--- config.mk ---
export PLATFORM = sky130hd
export DESIGN_NAME = dac_wave_gen
export DESIGN_NICKNAME = d
export VERILOG_FILES = /design/src/rtl/dac_pkg.sv /design/src/rtl/dac_sine_rom.sv /design/src/rtl/dac_wave_gen.sv
export SDC_FILE = /design/constraint.sdc
export NUM_CORES = 1
export LEC_CHECK = 0
export CAP_MARGIN = 10
export CELL_PAD_IN_SITES_DETAIL_PLACEMENT = 1
export CELL_PAD_IN_SITES_GLOBAL_PLACEMENT = 2
export CORE_MARGIN = 4
export CORE_UTILIZATION = 41
export DETAILED_ROUTE_END_ITERATION = 8
export HOLD_SLACK_MARGIN = 0.1
export PLACE_DENSITY = 0.95
export SYNTH_ARGS = -nofsm -noshare
export SYNTH_HDL_FRONTEND = slang
export SYNTH_HIERARCHICAL = 1
export SYNTH_SLANG_ARGS = --single-unit
--- constraint.sdc ---
create_clock -name clk_DAC -period 11.1 [get_ports clk_DAC]
set_input_delay 1.665 -clock clk_DAC [delete_from_list [all_inputs] [get_ports clk_DAC]]
set_output_delay 1.665 -clock clk_DAC [all_outputs]
set_load 0.1 [all_outputs]
--- src/rtl/dac_pkg.sv ---
// Shared definitions for the DAC sample source and the serial DAC driver.
package dac_pkg;

  // Clocks per DAC frame; the driver uses the same value so both counters stay aligned.
  localparam int FRAME_LEN_DEF = 20;
  localparam int PHASE_W_DEF   = 24;

  // Waveform selector encodings.
  localparam logic [1:0] WAVE_SINE = 2'd0;
  localparam logic [1:0] WAVE_TRI  = 2'd1;
  localparam logic [1:0] WAVE_SAW  = 2'd2;
  localparam logic [1:0] WAVE_SQR  = 2'd3;

  // Generator control states.
  typedef enum logic [1:0] {
    IDLE  = 2'd0,
    PRIME = 2'd1,
    RUN   = 2'd2
  } state_t;

  // Clamp a 9-bit sum into the 8-bit DAC range.
  function automatic logic [7:0] sat9(input logic [8:0] sum);
    return sum[8] ? 8'hFF : sum[7:0];
  endfunction

endpackage

--- src/rtl/dac_sine_rom.sv ---
// Quarter-wave sine lookup with a registered output. The 8-bit phase selects a
// quadrant (top two bits) and a 64-entry table index; the table holds
// round(127*sin(pi/2*(i+0.5)/64)) so the waveform is symmetric about 127.5.
module dac_sine_rom (
  input  logic       clk,
  input  logic       rst,
  input  logic       i_en,
  input  logic [7:0] i_phase,
  output logic [7:0] o_sine
);

  localparam logic [6:0] QTAB [64] = '{
    7'd2,   7'd5,   7'd8,   7'd11,  7'd14,  7'd17,  7'd20,  7'd23,
    7'd26,  7'd29,  7'd32,  7'd35,  7'd38,  7'd41,  7'd44,  7'd47,
    7'd50,  7'd53,  7'd56,  7'd58,  7'd61,  7'd64,  7'd67,  7'd69,
    7'd72,  7'd74,  7'd77,  7'd79,  7'd82,  7'd84,  7'd86,  7'd89,
    7'd91,  7'd93,  7'd95,  7'd97,  7'd99,  7'd101, 7'd103, 7'd105,
    7'd106, 7'd108, 7'd110, 7'd111, 7'd113, 7'd114, 7'd115, 7'd117,
    7'd118, 7'd119, 7'd120, 7'd121, 7'd122, 7'd123, 7'd124, 7'd124,
    7'd125, 7'd125, 7'd126, 7'd126, 7'd127, 7'd127, 7'd127, 7'd127
  };

  logic [5:0] w_addr;
  logic [6:0] w_q;
  logic [7:0] w_sine;
  logic [7:0] r_sine;

  // Odd quadrants walk the table backwards (63-idx == ~idx); upper half is mirrored below mid-scale.
  assign w_addr = i_phase[6] ? ~i_phase[5:0] : i_phase[5:0];
  assign w_q    = QTAB[w_addr];
  assign w_sine = i_phase[7] ? (8'd127 - {1'b0, w_q}) : (8'd128 + {1'b0, w_q});

  // Registered lookup, updated only on the pipeline stage that consumes it.
  always_ff @(posedge clk or posedge rst) begin
    if (rst) begin
      r_sine <= 8'd0;
    end else if (i_en) begin
      r_sine <= w_sine;
    end
  end

  assign o_sine = r_sine;

endmodule

--- src/rtl/dac_wave_gen.sv ---
// DDS waveform source feeding the serial DAC driver. One sample is computed per
// frame through a short pipeline (cnt 0..2) and committed at the last frame
// clock, so DAC_Data changes exactly when the driver starts a new frame.
// FRAME_LEN must be at least 4 so the pipeline finishes before the commit.
module dac_wave_gen
  import dac_pkg::*;
#(
  parameter int FRAME_LEN = FRAME_LEN_DEF,
  parameter int PHASE_W   = PHASE_W_DEF
) (
  input  logic               clk_DAC,
  input  logic               rst,
  input  logic               gen_en,
  input  logic [PHASE_W-1:0] freq_word,
  input  logic [1:0]         wave_sel,
  input  logic [7:0]         amp,
  input  logic [7:0]         offset,
  output logic [7:0]         DAC_Data,
  output logic               DAC_En,
  output logic               sample_tick,
  output logic               busy
);

  localparam int               CNT_W    = $clog2(FRAME_LEN);
  localparam logic [CNT_W-1:0] CNT_LAST = CNT_W'(FRAME_LEN - 1);
  localparam logic [CNT_W-1:0] CNT_ONE  = CNT_W'(1);
  localparam logic [CNT_W-1:0] CNT_TWO  = CNT_W'(2);

  state_t             r_state;
  state_t             w_state_next;
  logic [CNT_W-1:0]   r_cnt;
  logic [PHASE_W-1:0] r_phase;
  logic [7:0]         r_p;
  logic [1:0]         r_wave_s;
  logic [7:0]         r_amp_s;
  logic [7:0]         r_off_s;
  logic [7:0]         r_raw;
  logic [7:0]         r_scaled;
  logic [7:0]         r_dac_data;
  logic               r_dac_en;
  logic               r_tick;

  logic               w_active;
  logic               w_frame_end;
  logic               w_commit;
  logic               w_stage0;
  logic               w_stage1;
  logic               w_stage2;
  logic [7:0]         w_sine;
  logic [7:0]         w_raw;
  logic [15:0]        w_prod;
  logic [8:0]         w_sum;

  assign w_active    = (r_state != IDLE);
  assign w_frame_end = (r_cnt == CNT_LAST);
  assign w_commit    = w_active && w_frame_end;
  assign w_stage0    = w_active && (r_cnt == '0);
  assign w_stage1    = w_active && (r_cnt == CNT_ONE);
  assign w_stage2    = w_active && (r_cnt == CNT_TWO);

  // State register.
  always_ff @(posedge clk_DAC or posedge rst) begin
    if (rst) begin
      r_state <= IDLE;
    end else begin
      r_state <= w_state_next;
    end
  end

  // Next state: leaving RUN is only decided at a frame boundary to keep the driver aligned.
  always_comb begin
    w_state_next = r_state;
    case (r_state)
      IDLE:    if (gen_en) w_state_next = PRIME;
      PRIME:   if (w_frame_end) w_state_next = RUN;
      RUN:     if (w_frame_end && !gen_en) w_state_next = IDLE;
      default: w_state_next = IDLE;
    endcase
  end

  // Frame counter: free-runs 0..FRAME_LEN-1 while active, parked at 0 in IDLE.
  always_ff @(posedge clk_DAC or posedge rst) begin
    if (rst) begin
      r_cnt <= '0;
    end else if (!w_active || w_frame_end) begin
      r_cnt <= '0;
    end else begin
      r_cnt <= r_cnt + CNT_ONE;
    end
  end

  // Phase accumulator and per-frame shadow of the control inputs.
  always_ff @(posedge clk_DAC or posedge rst) begin
    if (rst) begin
      r_phase  <= '0;
      r_p      <= 8'd0;
      r_wave_s <= 2'd0;
      r_amp_s  <= 8'd0;
      r_off_s  <= 8'd0;
    end else if (r_state == IDLE) begin
      if (gen_en) r_phase <= '0;
    end else if (w_stage0) begin
      r_phase  <= r_phase + freq_word;
      r_p      <= r_phase[PHASE_W-1 -: 8];
      r_wave_s <= wave_sel;
      r_amp_s  <= amp;
      r_off_s  <= offset;
    end
  end

  // Arithmetic waveforms; sine comes from the ROM, which registers on the same stage.
  always_ff @(posedge clk_DAC or posedge rst) begin
    if (rst) begin
      r_raw <= 8'd0;
    end else if (w_stage1) begin
      case (r_wave_s)
        WAVE_TRI: r_raw <= r_p[7] ? ~{r_p[6:0], 1'b0} : {r_p[6:0], 1'b0};
        WAVE_SQR: r_raw <= r_p[7] ? 8'h00 : 8'hFF;
        default:  r_raw <= r_p;
      endcase
    end
  end

  dac_sine_rom u_sine_rom (
    .clk     (clk_DAC),
    .rst     (rst),
    .i_en    (w_stage1),
    .i_phase (r_p),
    .o_sine  (w_sine)
  );

  assign w_raw  = (r_wave_s == WAVE_SINE) ? w_sine : r_raw;
  assign w_prod = 16'(w_raw) * 16'({1'b0, r_amp_s} + 9'd1);
  assign w_sum  = 9'(w_prod >> 8) + {1'b0, r_off_s};

  // Gain and offset stage with saturation at full scale.
  always_ff @(posedge clk_DAC or posedge rst) begin
    if (rst) begin
      r_scaled <= 8'd0;
    end else if (w_stage2) begin
      r_scaled <= sat9(w_sum);
    end
  end

  // Commit to the driver at the frame boundary; enable follows the RUN state.
  always_ff @(posedge clk_DAC or posedge rst) begin
    if (rst) begin
      r_dac_data <= 8'd0;
      r_dac_en   <= 1'b0;
      r_tick     <= 1'b0;
    end else begin
      r_tick   <= w_commit;
      r_dac_en <= (w_state_next == RUN);
      if (w_commit) r_dac_data <= r_scaled;
    end
  end

  assign DAC_Data    = r_dac_data;
  assign DAC_En      = r_dac_en;
  assign sample_tick = r_tick;
  assign busy        = w_active;

endmodule

==> results of run 1 <==
## cell usage after synthesis, types with 6 or more instances
cell | instances | area (sq um)
nand3_1 | 15 | 75.1
nor3_1 | 12 | 60.1
fa_1 | 42 | 841
or2_2 | 12 | 75.1
o21a_1 | 6 | 45.0
nor2_1 | 113 | 424
nand2b_1 | 17 | 106
nand2_1 | 170 | 638
a31oi_1 | 7 | 43.8
o21ai_0 | 54 | 270
nor2b_1 | 9 | 56.3
mux2i_1 | 19 | 190
clkbuf_8 | 7 | 96.3
a211oi_1 | 9 | 67.6
buf_2 | 12 | 60.1
a21o_1 | 17 | 128
xor2_1 | 23 | 201
dfrtp_1 | 91 | 2280
o22ai_1 | 8 | 50.1
clkbuf_1 | 15 | 56.3
xnor2_1 | 38 | 333
a21oi_2 | 7 | 61.3
a21oi_1 | 50 | 250
ha_1 | 78 | 976
and3_1 | 8 | 50.1
inv_1 | 65 | 244
## worst paths after layout
check,from,endpoint,cells after the start
min in group asynchronous,rst,u_sine_rom/o_sine[2]$_DFFE_PP0P_,2
setup / recovery,r_wave_s[0]$_DFFE_PP0P_,r_scaled[6]$_DFFE_PP0P_,24
setup reg to reg,r_wave_s[0]$_DFFE_PP0P_,r_scaled[6]$_DFFE_PP0P_,24
max in group asynchronous,rst,r_p[2]$_DFFE_PP0P_,3
hold / removal,r_scaled[4]$_DFFE_PP0P_,DAC_Data[4]$_DFFE_PP0P_,2
hold reg to reg,r_scaled[4]$_DFFE_PP0P_,DAC_Data[4]$_DFFE_PP0P_,2
## sequential cells by signal (all words and copies together), names as in the netlist, 5 cells and up
name / count
u_sine_rom/o_sine: 8
r_scaled: 8
r_amp_s: 8
r_raw: 8
r_p: 8
r_off_s: 8
DAC_Data: 8
r_cnt: 5
r_phase: 24
## area by class of cell
cell class,instances,area [sq um]
clock buffers,11,253
clock inverters,5,83.8
fillers,2552,11300
inverters,66,249
multi-input cells,816,5890
flip-flops and latches,91,2280
well taps,275,344
repair buffers,62,603
## cell families (layout without fill, tap and decap cells)
kind of cell,count (synthesis),count (layout),share of synthesized area
compound gates,225,225,0.181
mux,22,22,0.0257
fa+ha+maj,120,120,0.209
flops,91,91,0.262
simple gates,388,388,0.200
buf+inv,109,144,0.0618
xor+xnor,61,61,0.0614
## critical path: stages, from the launching register on
cell and delay, ns:
dfrtp_1 0.61, nor2_8 0.30, mux2i_1 0.70, nor2b_1 0.15, fa_1 0.50, fa_1 0.55, inv_1 0.05, fa_1 0.47
inv_1 0.05, fa_1 0.47, ha_1 0.31, o21ai_0 0.24, nor2_1 0.09, a311oi_2 0.46, o21bai_2 0.15, xor2_1 0.21
inv_1 0.09, fa_1 0.44, inv_1 0.08, a21oi_1 0.06, o21bai_1 0.22, a31oi_1 0.19, o21ai_0 0.37, inv_1 0.18
a21oi_1 0.18
## per-layer routing
layer | track usage | wire (um) | part of all wire | vias to the layer above
met1 | 0.279 | 10900 | 0.48 | 3675
met3 | 0.0239 | 506 | 0.022 | 21
met5 | 0 | 0 | 0 | -
met2 | 0.330 | 11100 | 0.49 | 74
li1 | - | - | - | 3532
met4 | 0.0467 | 288 | 0.013 | 0
## stage by stage
| stage | setup WS, ns | cells | cell area [sq um] | hold WS [ns] | util |
|---|---|---|---|---|---|
| finish | 3.90 | 1326 | 9700 | 0.475 | 0.463 |
| global route | 3.35 | 1326 | 9700 | 0.500 | 0.463 |
| CTS | 3.95 | 1326 | 9700 | 0.477 | 0.463 |
| detailed placement | 3.98 | 1310 | 9360 | 0.460 | 0.447 |
| global placement | 4.30 | 1310 | 9360 | 0.467 | 0.447 |
| floorplan | 5.05 | 1016 | 8700 | 0.439 | - |
## layout by cell type (no fill, tap or decap), types with 19 or more instances in the layout
cell,synthesis,final
nor2_1,113,113
xnor2_1,38,38
xor2_1,23,23
clkdlybuf4s50_1,0,55
fa_1,42,42
nand2_1,170,170
o21ai_0,54,54
inv_1,65,64
dfrtp_1,91,91
mux2i_1,19,19
a21oi_1,50,50
ha_1,78,78
==> impl_metrics.tcl, run 1 <==
set metrics [dict create \
    insertedDiodeCount 0 \
    worst_ep_arrival_time_ns 7.47 \
    viasPerCell 5.51 \
    gp_congestion 0.848 \
    rsz0062_at_grt "no" \
    clkLatencyLatePin_ns 0.36 \
    drc 0 \
    synth_seq_cells 91 \
    synth-main-ff-cell "dfrtp_1" \
    post_cts_resized 0 \
    rows 53 \
    cts.path.max_buffers 2 \
    min_period_ns 7.20 \
    cts_buffers 9 \
    ant_nets 0 \
    clock.fmax_mhz 139 \
    port_buffers 55 \
    die_w_um 154 \
    required_ns 11.37 \
    cts_hold_buf 0 \
    tritoncts "yes" \
    htree_num_levels 3 \
    post-route-period-util 0.648 \
    routed_wl_um 22800 \
    grt_usage 0.199 \
    post_cts_buffers 0 \
    ys_async_sr_fraction 1.00 \
    io_pins 56 \
    fin_nets 1211 \
    die_y_um 154 \
    setup_tns_ns 0 \
    ys_types 84 \
    grt_max_degree 64 \
    status "finished, final reports clean" \
    synth_edf_count 0 \
    overflow 0 \
    crit_path_end_kind "register" \
    dp_hpwl_um 17100 \
    core-area_sq_mm 0.0210 \
    antenna_found_initial 0 \
    start_kind "register" \
    worstPathMaxFanout 13 \
    setup_viol 0 \
    via_count 7302 \
    final-hold-violation-count 0 \
    wl_per_cell_um 17.2 \
    crit_type "reg2reg" \
    clock-sinks 91 \
    drive_gt1_frac 0.0637 \
    syn_nets 1181 \
    area_growth_pct 11.4 \
    synth_area_per_cell_sq_um 8.57 \
    hold_path_class "reg2reg" \
    drt_iter0_markers 293 \
    r2r_setup_slack_ns 3.90 \
    worst_pin_slew_ns 1.15 \
    synth_area_sq_mm 0.00870 \
    finClkSkew_ns 0.00974 \
    root_buffer "clkbuf_16" \
    syn_inst 1016 \
    seq_area_frac_synth 0.262 \
    max_slew_margin 0.233 \
    drt_first_pass_iters 4 \
    fp.dieArea_sq_mm 0.0236 \
    cts.clk_slew.worst_paths_ns 0.07 \
    synth_warnings 6 \
    start_util 0.415 \
    maxCapViolCount 0 \
    first_global_vias 7662 \
    grt_pass1_wl_um 38800 \
    slew_violations 0 \
]
Power of run 1 is not shown: default switching activity piles up to over one toggle a cycle in this logic, so the estimate is an artifact.
==> run 2: changes to the inputs <==
--- a/config.mk
+++ b/config.mk
@@ -9,10 +9,10 @@
 export CELL_PAD_IN_SITES_DETAIL_PLACEMENT = 1
 export CELL_PAD_IN_SITES_GLOBAL_PLACEMENT = 2
 export CORE_MARGIN = 4
-export CORE_UTILIZATION = 41
+export CORE_UTILIZATION = 38
 export DETAILED_ROUTE_END_ITERATION = 8
 export HOLD_SLACK_MARGIN = 0.1
-export PLACE_DENSITY = 0.95
+export PLACE_DENSITY = 0.9
 export SYNTH_ARGS = -nofsm -noshare
 export SYNTH_HDL_FRONTEND = slang
 export SYNTH_HIERARCHICAL = 1
==> constraint.sdc (replaced) <==
create_clock -name clk_DAC -period 7 [get_ports clk_DAC]
set_input_delay 1.05 -clock clk_DAC [delete_from_list [all_inputs] [get_ports clk_DAC]]
set_output_delay 1.05 -clock clk_DAC [all_outputs]
set_load 0.1 [all_outputs]
==> impl_metrics.tcl, run 2 (synthesis gave the netlist of run 1 again) <==
set metrics [dict create \
    viasPerCell 5.47 \
    grt_use_met2 0.327 \
    cts_hold_buf 0 \
    port_buffers 55 \
    ant_nets 0 \
    hold_path_class "reg2reg" \
    post-route-period-util 0.926 \
    worst_pin_slew_ns 1.20 \
    start_util 0.386 \
    drive_gt1_frac 0.0780 \
    slew_violations 0 \
    area_growth_pct 12.4 \
    final-hold-violation-count 0 \
    worstPathMaxFanout 8 \
    root_buffer "clkbuf_16" \
    final_cells 1349 \
    cts.path.max_buffers 2 \
    crit_type "reg2reg" \
    crit_path_end_kind "register" \
    fp.dieArea_sq_mm 0.0254 \
    hold_ws_ns 0.484 \
    layout_common_cells "170 x nand2_1, 113 x nor2_1, 91 x dfrtp_1, 78 x ha_1, 64 x inv_1" \
    required_ns 7.25 \
    maxCapViolCount 0 \
    setup_viol 0 \
    largest_register "r_phase" \
    antenna_found_initial 0 \
    via_count 7378 \
    fin_nets 1224 \
    top_usage_layer "met2" \
    drt_first_pass_iters 5 \
    worstReg2RegStart "r_amp_s[0]$_DFFE_PP0P_" \
    routed_wl_um 23600 \
    r2r_setup_slack_ns 0.52 \
    seqCellArea_sq_mm 0.00228 \
    final_common_cell "nand2_1" \
    clock-sinks 91 \
    placed_cell_area_sq_mm 0.00947 \
    die_w_um 159 \
    die_y_um 159 \
    io_pins 56 \
    setup_tns_ns 0 \
    tritoncts "yes" \
    cts_buffers 9 \
    holdPathEnd "DAC_Data[7]$_DFFE_PP0P_" \
    start_kind "register" \
    r2r_end "r_scaled[6]$_DFFE_PP0P_" \
    max_slew_margin 0.200 \
    first_global_vias 7942 \
    insertedDiodeCount 0 \
    min_path_cells 2 \
    rows 55 \
    status "finished, final reports clean" \
    multi_input_area_sq_mm 0.00592 \
    overflow 0 \
    htree_num_levels 3 \
    wl_per_cell_um 17.5 \
    grt_max_degree 66 \
    rsz0062_at_grt "no" \
    min_period_ns 6.48 \
    gp_congestion 0.846 \
    reg2reg_depth 24 \
    clkLatencyLatePin_ns 0.36 \
    crit_path_start "r_amp_s[0]$_DFFE_PP0P_" \
    largest_reg_flops 24 \
    grt_pass1_wl_um 40200 \
    use_met1 0.255 \
    nFillCells 2713 \
    grt_usage 0.190 \
    drc 0 \
    drt_iter0_markers 322 \
    final_area_sq_mm 0.00978 \
    finClkSkew_ns 0.0161 \
    placed_cells 1333 \
    dp_hpwl_um 17900 \
    use_met3 0.0223 \
    hp-start "r_scaled[7]$_DFFE_PP0P_" \
    cts.clk_slew.worst_paths_ns 0.08 \
    clock.fmax_mhz 154 \
    core-area_sq_mm 0.0226 \
    worst_ep_arrival_time_ns 6.73 \
]
run 2: cell types whose count changed in the layout (fill, tap and decap cells not counted), sizes merged:
cell      previous run  this run
buf                  7        20
bufinv               2         0
clkbuf              11         9
clkinv               2         4
clkinvlp             2         4
run 2: worst max path at each step:
stage / endpoint / slack (ns) / cells after the start
2_1_floorplan: r_scaled[1]$_DFFE_PP0P_ / 0.95 / 24
3_3_place_gp: r_scaled[1]$_DFFE_PP0P_ / 0.64 / 25
3_5_place_dp: r_scaled[1]$_DFFE_PP0P_ / 0.48 / 25
4_1_cts: r_scaled[6]$_DFFE_PP0P_ / 0.44 / 25
5_1_grt: r_scaled[6]$_DFFE_PP0P_ / 0.007 / 24
6_report: r_scaled[6]$_DFFE_PP0P_ / 0.52 / 24
run 2: layout make-up:
| class | instances | area share |
|---|---|---|
| flip-flops and latches | 91 | 0.233 |
| well taps | 285 | 0.0365 |
| repair buffers | 75 | 0.0716 |
| clock inverters | 7 | 0.00537 |
| multi-input cells | 816 | 0.605 |
| clock buffers | 9 | 0.0230 |
| inverters | 66 | 0.0255 |
run 2: per-stage QoR:
stage,worst slack [ns],utilization
after floorplan,0.954,-
after global placement,0.635,0.420
after detailed placement,0.483,0.420
after CTS,0.440,0.432
after global routing,0.00725,0.433
final,0.521,0.433
run 2: metal layers:
metal | up-vias | part of all wire | routed length, um
met5 | - | 0 | 0
met3 | 21 | 0.023 | 553
met4 | 0 | 0.013 | 317
li1 | 3564 | - | -
met1 | 3704 | 0.47 | 11000
met2 | 89 | 0.49 | 11700
run 2: repair_timing:
action	CTS	global route
setup buffers	0	0
endpoints found under the setup margin	0	5
gates resized for setup	0	4
run 2: critical path, cell delays in order (launching register included):
cell and delay [ns]:
dfrtp_1 0.42, ha_1 0.28, nand2_1 0.09, nor2_1 0.06, xnor2_1 0.50, nor2_1 0.15
fa_1 0.54, fa_1 0.44, fa_1 0.55, inv_1 0.06, fa_1 0.53, inv_1 0.04
ha_1 0.22, or3_1 0.40, or4_1 0.40, o21ai_0 0.11, a21oi_2 0.09, a21oi_2 0.20
o21bai_1 0.10, xnor2_1 0.15, ha_1 0.33, a211oi_1 0.24, o21ai_0 0.18, inv_1 0.18
a21oi_1 0.09
Power of run 2 is left out for the same reason.
==> run 3: changes to the inputs <==
--- a/config.mk
+++ b/config.mk
@@ -9,10 +9,10 @@
 export CELL_PAD_IN_SITES_DETAIL_PLACEMENT = 1
 export CELL_PAD_IN_SITES_GLOBAL_PLACEMENT = 2
 export CORE_MARGIN = 4
-export CORE_UTILIZATION = 38
+export CORE_UTILIZATION = 33
 export DETAILED_ROUTE_END_ITERATION = 8
 export HOLD_SLACK_MARGIN = 0.1
-export PLACE_DENSITY = 0.9
+export PLACE_DENSITY = 0.84
 export SYNTH_ARGS = -nofsm -noshare
 export SYNTH_HDL_FRONTEND = slang
 export SYNTH_HIERARCHICAL = 1
==> impl_metrics.tcl, run 3 (synthesis gave the netlist of run 1 again) <==
set metrics [dict create \
    first_global_vias 7791 \
    post_cts_resized 0 \
    largest_register "r_phase" \
    post-route-period-util 0.935 \
    rows 59 \
    hold_path_class "reg2reg" \
    r2r_end "r_scaled[1]$_DFFE_PP0P_" \
    clock.fmax_mhz 153 \
    io_pins 56 \
    required_ns 7.29 \
    nFillCells 3101 \
    insertedDiodeCount 0 \
    start_util 0.335 \
    overflow 0 \
    max_slew_margin 0.331 \
    start_kind "register" \
    drt_iter0_markers 311 \
    post_cts_buffers 0 \
    dp_hpwl_um 18100 \
    die_y_um 170 \
    viasPerCell 5.26 \
    utilization 0.381 \
    setup_tns_ns 0 \
    slew_violations 0 \
    finClkSkew_ns 0.0174 \
    fp.dieArea_sq_mm 0.0290 \
    holdPathEnd "DAC_Data[4]$_DFFE_PP0P_" \
    drive_gt1_frac 0.0797 \
    layout_common_cells "169 x nand2_1, 113 x nor2_1, 90 x dfrtp_1, 78 x ha_1, 64 x inv_1" \
    min_period_ns 6.54 \
    gp_congestion 0.842 \
    drc 0 \
    status "finished, final reports clean" \
    worst_pin_slew_ns 1.00 \
    core-area_sq_mm 0.0260 \
    via_count 7371 \
    drt_first_pass_iters 4 \
    worstPathMaxFanout 8 \
    tritoncts "yes" \
    ant_nets 0 \
    htree_num_levels 3 \
    cts.path.max_buffers 2 \
    clkLatencyLatePin_ns 0.37 \
    port_buffers 55 \
    crit_path_end_kind "register" \
    cts.clk_slew.worst_paths_ns 0.07 \
    reg2reg_depth 24 \
    die_w_um 170 \
    antenna_found_initial 0 \
    final_common_cell "nand2_1" \
    area_growth_pct 13.7 \
    largest_reg_flops 24 \
    cts_hold_buf 0 \
    grt_pass1_wl_um 40200 \
    rsz0062_at_grt "no" \
    fin_nets 1227 \
    routed_wl_um 23700 \
    dp_slack_ns 0.289 \
    crit_type "reg2reg" \
    worst_ep_arrival_time_ns 6.83 \
    final-hold-violation-count 0 \
    root_buffer "clkbuf_16" \
    hold_ws_ns 0.480 \
    setup_viol 0 \
    setup_slack_ns 0.457 \
    grt_max_degree 60 \
    min_path_cells 2 \
    clock-sinks 91 \
    wl_per_cell_um 16.9 \
    r2r_setup_slack_ns 0.46 \
    hp-start "r_scaled[4]$_DFFE_PP0P_" \
    worstReg2RegStart "r_amp_s[2]$_DFFE_PP0P_" \
    cts_buffers 9 \
    grt_usage 0.168 \
    maxCapViolCount 0 \
]
## run 3: layer usage
metal / vias up / global-route usage / wire length [um]
li1: 3563 / - / -
met1: 3691 / 0.238 / 11700
met2: 93 / 0.275 / 11100
met3: 24 / 0.0179 / 547
met4: 0 / 0.0462 / 358
met5: - / 0 / 0
## run 3: how the worst max path moves through the flow
stage / from / to / slack [ns] / depth (start not counted)
after global placement: r_wave_s[1]$_DFFE_PP0P_ / r_scaled[1]$_DFFE_PP0P_ / 0.55 / 24
after floorplan: r_wave_s[0]$_DFFE_PP0P_ / r_scaled[1]$_DFFE_PP0P_ / 0.95 / 24
after detailed placement: r_wave_s[1]$_DFFE_PP0P_ / r_scaled[1]$_DFFE_PP0P_ / 0.29 / 24
final: r_amp_s[2]$_DFFE_PP0P_ / r_scaled[1]$_DFFE_PP0P_ / 0.46 / 24
after CTS: r_wave_s[1]$_DFFE_PP0P_ / r_scaled[1]$_DFFE_PP0P_ / 0.26 / 24
after global routing: r_amp_s[2]$_DFFE_PP0P_ / r_scaled[1]$_DFFE_PP0P_ / 0.003 / 24
## run 3: layout make-up
class                      count  area [sq um]  share of cell area
multi-input combinational    816          5900               0.597
sequential                    91          2280               0.230
clock inverter                 6          95.1             0.00961
clock buffer                  10           229              0.0231
tap                          335           419              0.0423
inverter                      66           249              0.0252
timing repair buffer          78           723              0.0731
## run 3: critical path, stage by stage (launching register included)
cell	delay, ns
dfrtp_1	0.44
nand3_1	0.11
nor2_1	0.08
xnor2_1	0.61
or2_2	0.24
fa_1	0.42
fa_1	0.51
inv_1	0.06
fa_1	0.51
fa_1	0.49
ha_1	0.30
o21ai_0	0.12
nor2_1	0.12
a311oi_4	0.44
o21bai_2	0.15
xor2_1	0.21
inv_1	0.09
fa_1	0.43
inv_1	0.07
a21oi_1	0.06
o21bai_1	0.21
a31oi_1	0.19
o21ai_1	0.28
inv_1	0.15
a21oi_1	0.16
## run 3: through the flow
step | area, sq um | cells
finish | 9900 | 1402
global route | 9900 | 1402
CTS | 9880 | 1402
detailed placement | 9560 | 1386
global placement | 9560 | 1386
floorplan | 8700 | 1016
Power of run 3 is left out for the same reason.
